### config.mk
export PLATFORM = sky130hd
export DESIGN_NAME = fu_sequencer_flat
export DESIGN_NICKNAME = d
export VERILOG_FILES = /design/src/rtl/fu_seq_pkg.sv /design/src/rtl/fu_sequencer_if.sv /design/src/rtl/fu_regfile.sv /design/src/rtl/fu_sequencer.sv /design/src/flat_wrapper.sv
export SDC_FILE = /design/constraint.sdc
export NUM_CORES = 1
export LEC_CHECK = 0
export ABC_AREA = 1
export BUFFER_PORTS_ARGS = -buffer_cell sky130_fd_sc_hd__clkbuf_2
export CORE_MARGIN = 2
export CORE_UTILIZATION = 40
export DETAILED_ROUTE_END_ITERATION = 12
export HOLD_SLACK_MARGIN = 0.06
export PLACE_DENSITY = 0.57
export SLEW_MARGIN = 0
export SYNTH_ARGS = -nofsm -noshare
export SYNTH_HDL_FRONTEND = slang
export SYNTH_HIERARCHICAL = 1
export SYNTH_SLANG_ARGS = --single-unit
export TNS_END_PERCENT = 10
### constraint.sdc
create_clock -name clk -period 14.4 [get_ports clk]
set_clock_uncertainty 0.1 [all_clocks]
set_input_delay 1.44 -clock clk [delete_from_list [all_inputs] [get_ports clk]]
set_output_delay 1.44 -clock clk [all_outputs]
set_load 0.02 [all_outputs]
### src/rtl/fu_seq_pkg.sv
// Shared types and constants for the function-unit sequencer slice.
// The command record is latched once per op and drives both the regfile reads and the FU controls.
package fu_seq_pkg;

  localparam int NREG = 8;
  localparam int W    = 32;
  localparam int RIW  = 3;
  localparam int SHW  = 5;

  localparam int FLAG_V = 3;
  localparam int FLAG_C = 2;
  localparam int FLAG_N = 1;
  localparam int FLAG_Z = 0;

  typedef enum logic [1:0] {
    ST_IDLE = 2'd0,
    ST_READ = 2'd1,
    ST_EXEC = 2'd2,
    ST_DONE = 2'd3
  } state_e;

  typedef struct packed {
    logic           mf;
    logic [2:0]     sel;
    logic [SHW-1:0] shamt;
    logic           t;
    logic [RIW-1:0] ra;
    logic [RIW-1:0] rb;
    logic [RIW-1:0] rd;
    logic           wb;
  } cmd_s;

endpackage

### src/rtl/fu_sequencer_if.sv
// Command, preload and FU-side signals of the sequencer.
// slave = sequencer view; master = command source plus FU instance.
interface fu_sequencer_if;
  import fu_seq_pkg::*;

  logic           cmd_valid;
  logic           cmd_ready;
  logic           cmd_mf;
  logic [2:0]     cmd_sel;
  logic [SHW-1:0] cmd_shamt;
  logic           cmd_t;
  logic [RIW-1:0] cmd_ra;
  logic [RIW-1:0] cmd_rb;
  logic [RIW-1:0] cmd_rd;
  logic           cmd_wb;

  logic           ld_valid;
  logic           ld_ready;
  logic [RIW-1:0] ld_addr;
  logic [W-1:0]   ld_data;

  logic [W-1:0]   fu_a;
  logic [W-1:0]   fu_b;
  logic [2:0]     fu_sel;
  logic [SHW-1:0] fu_shamt;
  logic           fu_t;
  logic           fu_mf;
  logic [W-1:0]   fu_out;
  logic           fu_v;
  logic           fu_c;
  logic           fu_n;
  logic           fu_z;

  logic           done;
  logic [W-1:0]   result;
  logic [3:0]     flags;

  modport slave (
    input  cmd_valid, cmd_mf, cmd_sel, cmd_shamt, cmd_t, cmd_ra, cmd_rb, cmd_rd, cmd_wb,
    output cmd_ready,
    input  ld_valid, ld_addr, ld_data,
    output ld_ready,
    output fu_a, fu_b, fu_sel, fu_shamt, fu_t, fu_mf,
    input  fu_out, fu_v, fu_c, fu_n, fu_z,
    output done, result, flags
  );

  modport master (
    output cmd_valid, cmd_mf, cmd_sel, cmd_shamt, cmd_t, cmd_ra, cmd_rb, cmd_rd, cmd_wb,
    input  cmd_ready,
    output ld_valid, ld_addr, ld_data,
    input  ld_ready,
    input  fu_a, fu_b, fu_sel, fu_shamt, fu_t, fu_mf,
    output fu_out, fu_v, fu_c, fu_n, fu_z,
    input  done, result, flags
  );

endinterface

### src/rtl/fu_regfile.sv
// NREG x W register file: two async read ports, one sync write port.
// r0 is hardwired to zero on read and never written.
module fu_regfile
  import fu_seq_pkg::*;
(
  input  logic           clk,
  input  logic           reset,
  input  logic [RIW-1:0] i_ra_addr,
  input  logic [RIW-1:0] i_rb_addr,
  output logic [W-1:0]   o_ra_data,
  output logic [W-1:0]   o_rb_data,
  input  logic           i_we,
  input  logic [RIW-1:0] i_waddr,
  input  logic [W-1:0]   i_wdata
);

  logic [W-1:0] r_mem [NREG];

  always_ff @(posedge clk or posedge reset) begin
    if (reset) begin
      for (int i = 0; i < NREG; i++) begin
        r_mem[i] <= '0;
      end
    end else if (i_we && (i_waddr != '0)) begin
      r_mem[i_waddr] <= i_wdata;
    end
  end

  assign o_ra_data = (i_ra_addr == '0) ? '0 : r_mem[i_ra_addr];
  assign o_rb_data = (i_rb_addr == '0) ? '0 : r_mem[i_rb_addr];

endmodule

### src/rtl/fu_sequencer.sv
// Four-state controller sequencing one op through the shared FU:
// latch command, read operands, capture result/flags with optional writeback, pulse done.
module fu_sequencer
  import fu_seq_pkg::*;
(
  input  logic           clk,
  input  logic           reset,
  fu_sequencer_if.slave  bus
);

  localparam logic [1:0] S_IDLE = ST_IDLE;
  localparam logic [1:0] S_READ = ST_READ;
  localparam logic [1:0] S_EXEC = ST_EXEC;
  localparam logic [1:0] S_DONE = ST_DONE;

  logic [1:0]     r_state;
  cmd_s           r_cmd;
  logic [W-1:0]   r_fu_a;
  logic [W-1:0]   r_fu_b;
  logic [2:0]     r_fu_sel;
  logic [SHW-1:0] r_fu_shamt;
  logic           r_fu_t;
  logic           r_fu_mf;
  logic [W-1:0]   r_result;
  logic [3:0]     r_flags;

  logic           w_cmd_ready;
  logic           w_ld_ready;
  logic           w_cmd_fire;
  logic           w_ld_fire;
  logic           w_wb_we;
  logic           w_we;
  logic [RIW-1:0] w_waddr;
  logic [W-1:0]   w_wdata;
  logic [W-1:0]   w_rd_a;
  logic [W-1:0]   w_rd_b;

  // Handshakes look only at state and cmd_valid so they never loop through the FU.
  assign w_cmd_ready = (r_state == S_IDLE);
  assign w_ld_ready  = (r_state == S_IDLE) && !bus.cmd_valid;
  assign w_cmd_fire  = bus.cmd_valid && w_cmd_ready;
  assign w_ld_fire   = bus.ld_valid && w_ld_ready;

  // Writeback and preload are mutually exclusive by state, so a simple priority mux suffices.
  assign w_wb_we = (r_state == S_EXEC) && r_cmd.wb;
  assign w_we    = w_wb_we || w_ld_fire;
  assign w_waddr = w_wb_we ? r_cmd.rd  : bus.ld_addr;
  assign w_wdata = w_wb_we ? bus.fu_out : bus.ld_data;

  fu_regfile u_regfile (
    .clk       (clk),
    .reset     (reset),
    .i_ra_addr (r_cmd.ra),
    .i_rb_addr (r_cmd.rb),
    .o_ra_data (w_rd_a),
    .o_rb_data (w_rd_b),
    .i_we      (w_we),
    .i_waddr   (w_waddr),
    .i_wdata   (w_wdata)
  );

  always_ff @(posedge clk or posedge reset) begin
    if (reset) begin
      r_state    <= S_IDLE;
      r_cmd      <= '0;
      r_fu_a     <= '0;
      r_fu_b     <= '0;
      r_fu_sel   <= '0;
      r_fu_shamt <= '0;
      r_fu_t     <= 1'b0;
      r_fu_mf    <= 1'b0;
      r_result   <= '0;
      r_flags    <= '0;
    end else begin
      case (r_state)
        S_IDLE: begin
          if (w_cmd_fire) begin
            r_cmd.mf    <= bus.cmd_mf;
            r_cmd.sel   <= bus.cmd_sel;
            r_cmd.shamt <= bus.cmd_shamt;
            r_cmd.t     <= bus.cmd_t;
            r_cmd.ra    <= bus.cmd_ra;
            r_cmd.rb    <= bus.cmd_rb;
            r_cmd.rd    <= bus.cmd_rd;
            r_cmd.wb    <= bus.cmd_wb;
            r_state     <= S_READ;
          end
        end
        S_READ: begin
          r_fu_a     <= w_rd_a;
          r_fu_b     <= w_rd_b;
          r_fu_sel   <= r_cmd.sel;
          r_fu_shamt <= r_cmd.shamt;
          r_fu_t     <= r_cmd.t;
          r_fu_mf    <= r_cmd.mf;
          r_state    <= S_EXEC;
        end
        S_EXEC: begin
          r_result        <= bus.fu_out;
          r_flags[FLAG_V] <= bus.fu_v;
          r_flags[FLAG_C] <= bus.fu_c;
          r_flags[FLAG_N] <= bus.fu_n;
          r_flags[FLAG_Z] <= bus.fu_z;
          r_state         <= S_DONE;
        end
        default: begin
          r_state <= S_IDLE;
        end
      endcase
    end
  end

  assign bus.cmd_ready = w_cmd_ready;
  assign bus.ld_ready  = w_ld_ready;
  assign bus.fu_a      = r_fu_a;
  assign bus.fu_b      = r_fu_b;
  assign bus.fu_sel    = r_fu_sel;
  assign bus.fu_shamt  = r_fu_shamt;
  assign bus.fu_t      = r_fu_t;
  assign bus.fu_mf     = r_fu_mf;
  assign bus.done      = (r_state == S_DONE);
  assign bus.result    = r_result;
  assign bus.flags     = r_flags;

endmodule
### src/flat_wrapper.sv
// flat-port wrapper written by rule: the top's interface ports become plain ports
module fu_sequencer_flat import fu_seq_pkg::*;
  (clk, reset, bus_cmd_valid, bus_cmd_mf, bus_cmd_sel, bus_cmd_shamt, bus_cmd_t, bus_cmd_ra, bus_cmd_rb, bus_cmd_rd, bus_cmd_wb, bus_cmd_ready, bus_ld_valid, bus_ld_addr, bus_ld_data, bus_ld_ready, bus_fu_a, bus_fu_b, bus_fu_sel, bus_fu_shamt, bus_fu_t, bus_fu_mf, bus_fu_out, bus_fu_v, bus_fu_c, bus_fu_n, bus_fu_z, bus_done, bus_result, bus_flags);
  fu_sequencer_if bus_i ();
  input  logic clk;
  input  logic reset;
  input wire logic [$bits(bus_i.cmd_valid)-1:0] bus_cmd_valid;
  input wire logic [$bits(bus_i.cmd_mf)-1:0] bus_cmd_mf;
  input wire logic [$bits(bus_i.cmd_sel)-1:0] bus_cmd_sel;
  input wire logic [$bits(bus_i.cmd_shamt)-1:0] bus_cmd_shamt;
  input wire logic [$bits(bus_i.cmd_t)-1:0] bus_cmd_t;
  input wire logic [$bits(bus_i.cmd_ra)-1:0] bus_cmd_ra;
  input wire logic [$bits(bus_i.cmd_rb)-1:0] bus_cmd_rb;
  input wire logic [$bits(bus_i.cmd_rd)-1:0] bus_cmd_rd;
  input wire logic [$bits(bus_i.cmd_wb)-1:0] bus_cmd_wb;
  output wire logic [$bits(bus_i.cmd_ready)-1:0] bus_cmd_ready;
  input wire logic [$bits(bus_i.ld_valid)-1:0] bus_ld_valid;
  input wire logic [$bits(bus_i.ld_addr)-1:0] bus_ld_addr;
  input wire logic [$bits(bus_i.ld_data)-1:0] bus_ld_data;
  output wire logic [$bits(bus_i.ld_ready)-1:0] bus_ld_ready;
  output wire logic [$bits(bus_i.fu_a)-1:0] bus_fu_a;
  output wire logic [$bits(bus_i.fu_b)-1:0] bus_fu_b;
  output wire logic [$bits(bus_i.fu_sel)-1:0] bus_fu_sel;
  output wire logic [$bits(bus_i.fu_shamt)-1:0] bus_fu_shamt;
  output wire logic [$bits(bus_i.fu_t)-1:0] bus_fu_t;
  output wire logic [$bits(bus_i.fu_mf)-1:0] bus_fu_mf;
  input wire logic [$bits(bus_i.fu_out)-1:0] bus_fu_out;
  input wire logic [$bits(bus_i.fu_v)-1:0] bus_fu_v;
  input wire logic [$bits(bus_i.fu_c)-1:0] bus_fu_c;
  input wire logic [$bits(bus_i.fu_n)-1:0] bus_fu_n;
  input wire logic [$bits(bus_i.fu_z)-1:0] bus_fu_z;
  output wire logic [$bits(bus_i.done)-1:0] bus_done;
  output wire logic [$bits(bus_i.result)-1:0] bus_result;
  output wire logic [$bits(bus_i.flags)-1:0] bus_flags;
  assign bus_i.cmd_valid = bus_cmd_valid;
  assign bus_i.cmd_mf = bus_cmd_mf;
  assign bus_i.cmd_sel = bus_cmd_sel;
  assign bus_i.cmd_shamt = bus_cmd_shamt;
  assign bus_i.cmd_t = bus_cmd_t;
  assign bus_i.cmd_ra = bus_cmd_ra;
  assign bus_i.cmd_rb = bus_cmd_rb;
  assign bus_i.cmd_rd = bus_cmd_rd;
  assign bus_i.cmd_wb = bus_cmd_wb;
  assign bus_cmd_ready = bus_i.cmd_ready;
  assign bus_i.ld_valid = bus_ld_valid;
  assign bus_i.ld_addr = bus_ld_addr;
  assign bus_i.ld_data = bus_ld_data;
  assign bus_ld_ready = bus_i.ld_ready;
  assign bus_fu_a = bus_i.fu_a;
  assign bus_fu_b = bus_i.fu_b;
  assign bus_fu_sel = bus_i.fu_sel;
  assign bus_fu_shamt = bus_i.fu_shamt;
  assign bus_fu_t = bus_i.fu_t;
  assign bus_fu_mf = bus_i.fu_mf;
  assign bus_i.fu_out = bus_fu_out;
  assign bus_i.fu_v = bus_fu_v;
  assign bus_i.fu_c = bus_fu_c;
  assign bus_i.fu_n = bus_fu_n;
  assign bus_i.fu_z = bus_fu_z;
  assign bus_done = bus_i.done;
  assign bus_result = bus_i.result;
  assign bus_flags = bus_i.flags;
  fu_sequencer u_core (.clk(clk), .reset(reset), .bus(bus_i));
endmodule
==> metrics, run 1 <==
status finished clean; Internal 0.00310 W; Vias 18400; CP required 14720 ps; fin crit period 3770 ps; Hold Crit Class flip-flop to flip-flop; clock power share 22.1%; CP arrival 4090 ps; Max Fanout on Critical Path 64; Rows 82; synthesis-stage register bit count 388; DR vias/cell 5.04; final setup fails 0; unrepaired setup endpoints after global routing false; main flop type after synthesis dfrtp_1; H-tree depth 2; period utilisation layout 26.2%; Worst-path clk slew 60 ps; synthesized cell area 20400 µm²; Starting Density 40.6%; Final Wtd Congestion 0.842; Logic pwr share 45.5%; Fillers 5209; core box area 50300 µm²; Post-DP HPWL 35.0 mm; CP delay by family, top simple AND/OR/NAND/NOR gates; Post-CTS Hold Buffers 0; Mean Syn Cell Area 7.10 µm²; IO Port Bufs 207; Max Clk Rate 0.265 GHz; register area share after synthesis 47.5%; sw frac 45.3%; endpoints failing hold 0; Congestion Overflow GR 0; layout cell share with drive strength beyond 1 11.3%; synthesis-to-finish area growth 13.5%; max incr delay on CP 1210 ps; CP bufs+invs 0; Worst setup EP type flip-flop; Avg WL per Cell 16.9 µm; I/O pin total 208; Routed Antenna Nets 0; setup TNS 0 ps; worst skew pair latency 580 ps; First DRT Iteration DRCs 1502; Syn Nets 2976; Sw Pwr 0.00257 W; Clock Sinks 388; VDD IR-drop max 0.173 mV; CTS root buf clkbuf_16; Leakage 12.4 nW; CTS Buf Count 46; cts repair resizes 0; Die ar. 52900 µm²; die height 230 µm; Flop pwr share 32.3%; Max Cap Violations 0; Post-synth EDFFs 0; Crit Path Class flip-flop to flip-flop; CP startpoint kind flip-flop; global-route wire length before repair 99.3 mm; TritonCTS clock tree done; CP most frequent cell nand2_1; slew of the pin with the lowest slew margin 1310 ps; GRT Total Usage 23.6%; synth warn 6; vias in the first global route 18200; Netlist cell types 22; fraction of registers with async set/reset 100%; final wirelength 61.5 mm; Clock Tree Buf Depth 3; antenna diode count 0; Power Density 245 nW/µm²; Hold WS 276 ps; worst path cell trace nand2_2 -> nand2_1 -> nand2_1 -> nor2_1 -> nand2_4 -> nand2_1 -> o21ai_0; largest net degree at the start of global routing 136; post-CTS setup buffers 0; Chip Width 230 µm; max_slew headroom 12.4%; nets@finish 3038; Final Max Slew Viols 0; CP max stage cell dfrtp_1; initial antenna violation count 0; Syn Inst Count 2876; Pre-antenna DRT Iters 5; drt drc 0
## through the flow
stage	std cells	utilization [%]	total power [W]	worst slack (ps)	instance area, µm²
floorplan	2876	-	0.00368	5820	20400
global placement	3562	42.8	0.00435	10700	21500
detailed placement	3562	42.8	0.00442	10590	21500
CTS	3648	46.1	0.00571	10580	23200
global route	3648	46.1	0.00618	10290	23200
finish	3648	46.1	0.00567	10630	23200
## synthesized netlist by cell type, types with 6 or more instances
library cell / instances / area (µm²)
o211ai_1: 96 / 721
o21ai_1: 6 / 30.0
buf_6: 6 / 67.6
dfrtp_1: 388 / 9710
clkbuf_2: 6 / 30.0
nand3_1: 256 / 1280
buf_4: 13 / 97.6
buf_2: 85 / 425
o21ai_0: 290 / 1450
buf_1: 24 / 90.1
nor2_1: 85 / 319
clkbuf_1: 82 / 308
inv_1: 378 / 1420
nand2_1: 1139 / 4280
## registers in the layout, summed over array words and instances (netlist names)
name	count
u_core/u_regfile/r_mem	256
u_core/bus.fu_a	32
u_core/bus.fu_b	32
u_core/bus.result	32
u_core/r_cmd	20
u_core/bus.fu_shamt	5
u_core/bus.flags	4
u_core/bus.fu_sel	3
u_core/r_state	2
u_core/bus.fu_mf	1
u_core/bus.fu_t	1
## final cells by class
cell class	count	area, µm²	area share [%]
Clock buffer	70	1430	6.15
Clock inverter	16	236	1.02
Inverter	380	1440	6.22
Multi-Input combinational cell	1892	8300	35.8
Sequential cell	388	9720	41.9
Tap cell	672	841	3.63
Timing Repair Buffer	230	1210	5.22
## cells by family (layout without fill, tap and decap cells)
kind of cell / count (synthesis) / count (layout) / share of synthesized area [%]
buffers and inverters: 596 / 696 / 12.0
AND/OR/NAND/NOR: 1489 / 1489 / 29.1
adder cells (fa/ha/maj): 5 / 5 / 0.306
flip-flops: 388 / 388 / 47.5
AO/OA/AOI/OAI: 398 / 398 / 11.0
## layout by cell type, fill, tap and decap left out, drive strengths merged
| master | n |
|---|---|
| nand2 | 1144 |
| dfrtp | 388 |
| inv | 378 |
| o21ai | 301 |
| clkbuf | 277 |
| nand3 | 258 |
| o211ai | 96 |
| nor2 | 86 |
| buf | 23 |
| clkinv | 11 |
| bufinv | 6 |
| ha | 5 |
| clkinvlp | 1 |
| a21oi | 1 |
| nor3 | 1 |
## per-layer routing
layer | GRT usage (%) | part of all wire, % | up-vias
li1 | - | - | 9031
met1 | 33.2 | 46 | 8586
met2 | 36.0 | 44 | 639
met3 | 4.60 | 7.6 | 115
met4 | 8.75 | 2.9 | 0
met5 | 0 | 0 | -
## worst register-to-register path: stages, from the launching register on
cell and delay, ps:
dfrtp_1 1210, nand2_2 740, nand2_1 220, nand2_1 130, nor2_1 320, nand2_4 540
nand2_1 250, o21ai_0 100
## power groups by stage
stage	clock network (W)	registers [W]	logic, W
after global placement	0	0.00183	0.00252
after detailed placement	0	0.00184	0.00257
after floorplan	0	0.00188	0.00180
after CTS	0.00130	0.00183	0.00258
after global routing	0.00134	0.00189	0.00294
final	0.00126	0.00183	0.00258
## path summary, 6_finish.rpt
check | startpoint | to | slack (ps) | cells after the start
hold / removal | u_core/u_regfile/r_mem[246]$_DFFE_PP0P_ | u_core/u_regfile/r_mem[246]$_DFFE_PP0P_ | 280 | 0
setup reg to reg | u_core/r_cmd[0]$_DFFE_PP0P_ | u_core/u_regfile/r_mem[143]$_DFFE_PP0P_ | 10630 | 7
min in group asynchronous | reset | u_core/bus.fu_sel[1]$_DFFE_PP0N_ | 930 | 2
max in group asynchronous | reset | u_core/u_regfile/r_mem[237]$_DFFE_PP0P_ | 11730 | 3
hold reg to reg | u_core/u_regfile/r_mem[246]$_DFFE_PP0P_ | u_core/u_regfile/r_mem[246]$_DFFE_PP0P_ | 280 | 0
setup / recovery | u_core/r_cmd[0]$_DFFE_PP0P_ | u_core/u_regfile/r_mem[143]$_DFFE_PP0P_ | 10630 | 7
Note: power is estimated with default switching activity, not from simulation.
==> inputs of run 2 (changes only) <==
Clock period 14.4 ns to 3.7 ns, I/O delays scaled along.
==> run 2 against run 1 <==
Net effect:
- worst setup slack got worse by 9900 ps
- sequential power grew to 3.9 times the previous value
- largest cell class unchanged
- clock power grew to 3.6 times the previous value
- cell count rose by 2.1%
==> metrics, run 2 (same netlist as run 1, synthesis figures left out) <==
max reg flops 256 (unchanged); CTS root buf clkbuf_16 (unchanged); final setup fails 0 (unchanged); Rows 82 (unchanged); hold depth 5 (was 0); Worst setup EP type flip-flop (unchanged); drt drc 0 (unchanged); Starting Density 40.6% (unchanged); Worst Reg-to-Reg Cells 12 (was 7); H-tree depth 2 (unchanged); pre-CTS WS 709 ps (was 10590 ps); Post-DP HPWL 37.6 mm (was 35.0 mm); period utilisation layout 81.3% (was 26.2%); Die ar. 52900 µm² (unchanged); Final Max Slew Viols 0 (unchanged); die height 230 µm (unchanged); CTS Buf Count 45 (was 46); Max Fanout on Critical Path 42 (was 64); global-route wire length before repair 102 mm (was 99.3 mm); layout cell share with drive strength beyond 1 11.3% (about the same); core box area 50300 µm² (unchanged); VDD IR-drop max 0.549 mV (was 0.173 mV); leading cell type in the layout, fill and taps excluded nand2_1 (unchanged); First DRT Iteration DRCs 1481 (was 1502); Avg WL per Cell 17.1 µm (was 16.9 µm); Max Cap Violations 0 (unchanged); R2R setup slack 690 ps (was 10630 ps); hold_sp bus_ld_data[23] (was u_core/u_regfile/r_mem[246]$_DFFE_PP0P_); Hold Crit Class input port to flip-flop (was flip-flop to flip-flop); final wirelength 63.7 mm (was 61.5 mm); synthesis-to-finish area growth 17.0% (was 13.5%); Crit Path Class flip-flop to flip-flop (unchanged); fin crit period 3010 ps (was 3770 ps); sink of the worst hold path u_core/u_regfile/r_mem[23]$_DFFE_PP0P_ (was u_core/u_regfile/r_mem[246]$_DFFE_PP0P_); largest net degree at the start of global routing 95 (was 136); FF-to-FF End u_core/u_regfile/r_mem[72]$_DFFE_PP0P_ (was u_core/u_regfile/r_mem[143]$_DFFE_PP0P_); Reg2Reg Launch Point u_core/r_state[0]$_DFFE_PP0P_ (was u_core/r_cmd[0]$_DFFE_PP0P_); Top reg by flops u_core/u_regfile/r_mem (unchanged); cts repair resizes 0 (unchanged); nets@finish 3118 (was 3038); slew of the pin with the lowest slew margin 1060 ps (was 1310 ps); IO Port Bufs 207 (unchanged); DR vias/cell 5.05 (was 5.04); worst skew pair latency 580 ps (about the same); Congestion Overflow GR 0 (unchanged); CP arrival 3360 ps (was 4090 ps); I/O pin total 208 (unchanged); max_slew headroom 29.0% (was 12.4%); CP startpoint kind flip-flop (unchanged); Vias 18800 (was 18400); unrepaired setup endpoints after global routing false (unchanged); TritonCTS clock tree done (unchanged); Pre-antenna DRT Iters 6 (was 5); Max Clk Rate 0.332 GHz (was 0.265 GHz); Final Wtd Congestion 0.792 (was 0.842); commonest cells after routing, fill and taps aside nand2_1, dfrtp_1, inv_1 (unchanged); GRT Total Usage 24.2% (was 23.6%); status finished clean (unchanged); CP required 4050 ps (was 14720 ps); vias in the first global route 18800 (was 18200); Worst-path clk slew 60 ps (about the same); Routed Antenna Nets 0 (unchanged); fin util 47.5% (was 46.1%); antenna diode count 0 (unchanged); Chip Width 230 µm (unchanged); Clock Tree Buf Depth 3 (unchanged); Clock Sinks 388 (unchanged); Hold WS 109 ps (was 276 ps); Power Density 917 nW/µm² (was 245 nW/µm²); initial antenna violation count 0 (unchanged); Leakage 12.6 nW (was 12.4 nW); endpoints failing hold 0 (unchanged); fin worst setup slack 691 ps (was 10630 ps)
run 2: cell types whose count changed in the layout (fill, tap and decap cells not counted), moves of 4 or more:
| cell | before | now |
|---|---|---|
| buf_12 | 0 | 12 |
| clkinv_2 | 11 | 7 |
| clkbuf_1 | 9 | 13 |
| buf_4 | 23 | 28 |
| dlygate4sd3_1 | 0 | 64 |
| clkinvlp_4 | 1 | 5 |
| bufinv_16 | 6 | 1 |
run 2: worst max-delay path: stages, from the launching register on:
cell and delay [ps]:
dfrtp_1 430, inv_1 110, ha_2 320, nand2_2 180
buf_4 320, nand2_1 90, nand2_1 130, inv_1 120
nor2_1 200, nand2_2 360, buf_12 330, nand2_1 70
o21ai_0 80
run 2: how the worst max path moves through the flow:
stage / start / slack [ps] / to / cells after the start
after detailed placement: u_core/r_state[0]$_DFFE_PP0P_ / 710 / u_core/u_regfile/r_mem[72]$_DFFE_PP0P_ / 12
after global placement: u_core/r_state[0]$_DFFE_PP0P_ / 810 / u_core/u_regfile/r_mem[79]$_DFFE_PP0P_ / 12
after CTS: u_core/r_state[0]$_DFFE_PP0P_ / 670 / u_core/u_regfile/r_mem[72]$_DFFE_PP0P_ / 12
after floorplan: reset / -140 / u_core/u_regfile/r_mem[0]$_DFFE_PP0P_ / 1
after global routing: u_core/r_state[0]$_DFFE_PP0P_ / 380 / u_core/u_regfile/r_mem[72]$_DFFE_PP0P_ / 11
final: u_core/r_state[0]$_DFFE_PP0P_ / 690 / u_core/u_regfile/r_mem[72]$_DFFE_PP0P_ / 12
run 2: layout make-up:
| class | instances | area (µm²) |
|---|---|---|
| tap | 672 | 841 |
| sequential | 388 | 9720 |
| fill | 5084 | 26400 |
| multi-input combinational | 1892 | 8280 |
| timing repair buffer | 311 | 2130 |
| inverter | 380 | 1440 |
| clock buffer | 72 | 1390 |
| clock inverter | 11 | 91.3 |
run 2: repair_timing:
| action | CTS | global route |
|---|---|---|
| setup buffers | 0 | 0 |
| endpoints found under the hold margin | 226 | 0 |
| hold buffers | 64 | 0 |
run 2: metal layers:
metal / vias up / global-route usage [%] / part of all wire [%]
li1: 9182 / - / -
met1: 8888 / 34.0 / 46
met2: 646 / 38.5 / 45
met3: 98 / 3.66 / 6.8
met4: 0 / 7.72 / 2.4
met5: - / 0 / 0
run 2: power by group:
group	leakage [nW]	total (W)	internal [W]	switching [W]
registers	5.01	0.00707	0.00595	0.00111
logic	6.90	0.0104	0.00320	0.00715
clock network	0.723	0.00448	0.00264	0.00184
run 2: per-stage QoR:
step                area (µm²)  cells  total power, W  setup TNS (ps)
finish                   23900   3726          0.0219               0
floorplan                20400   2876          0.0143          -36260
global route             23900   3726          0.0238               0
global placement         21800   3579          0.0171               0
detailed placement       21800   3579          0.0174               0
CTS                      23900   3726          0.0220               0
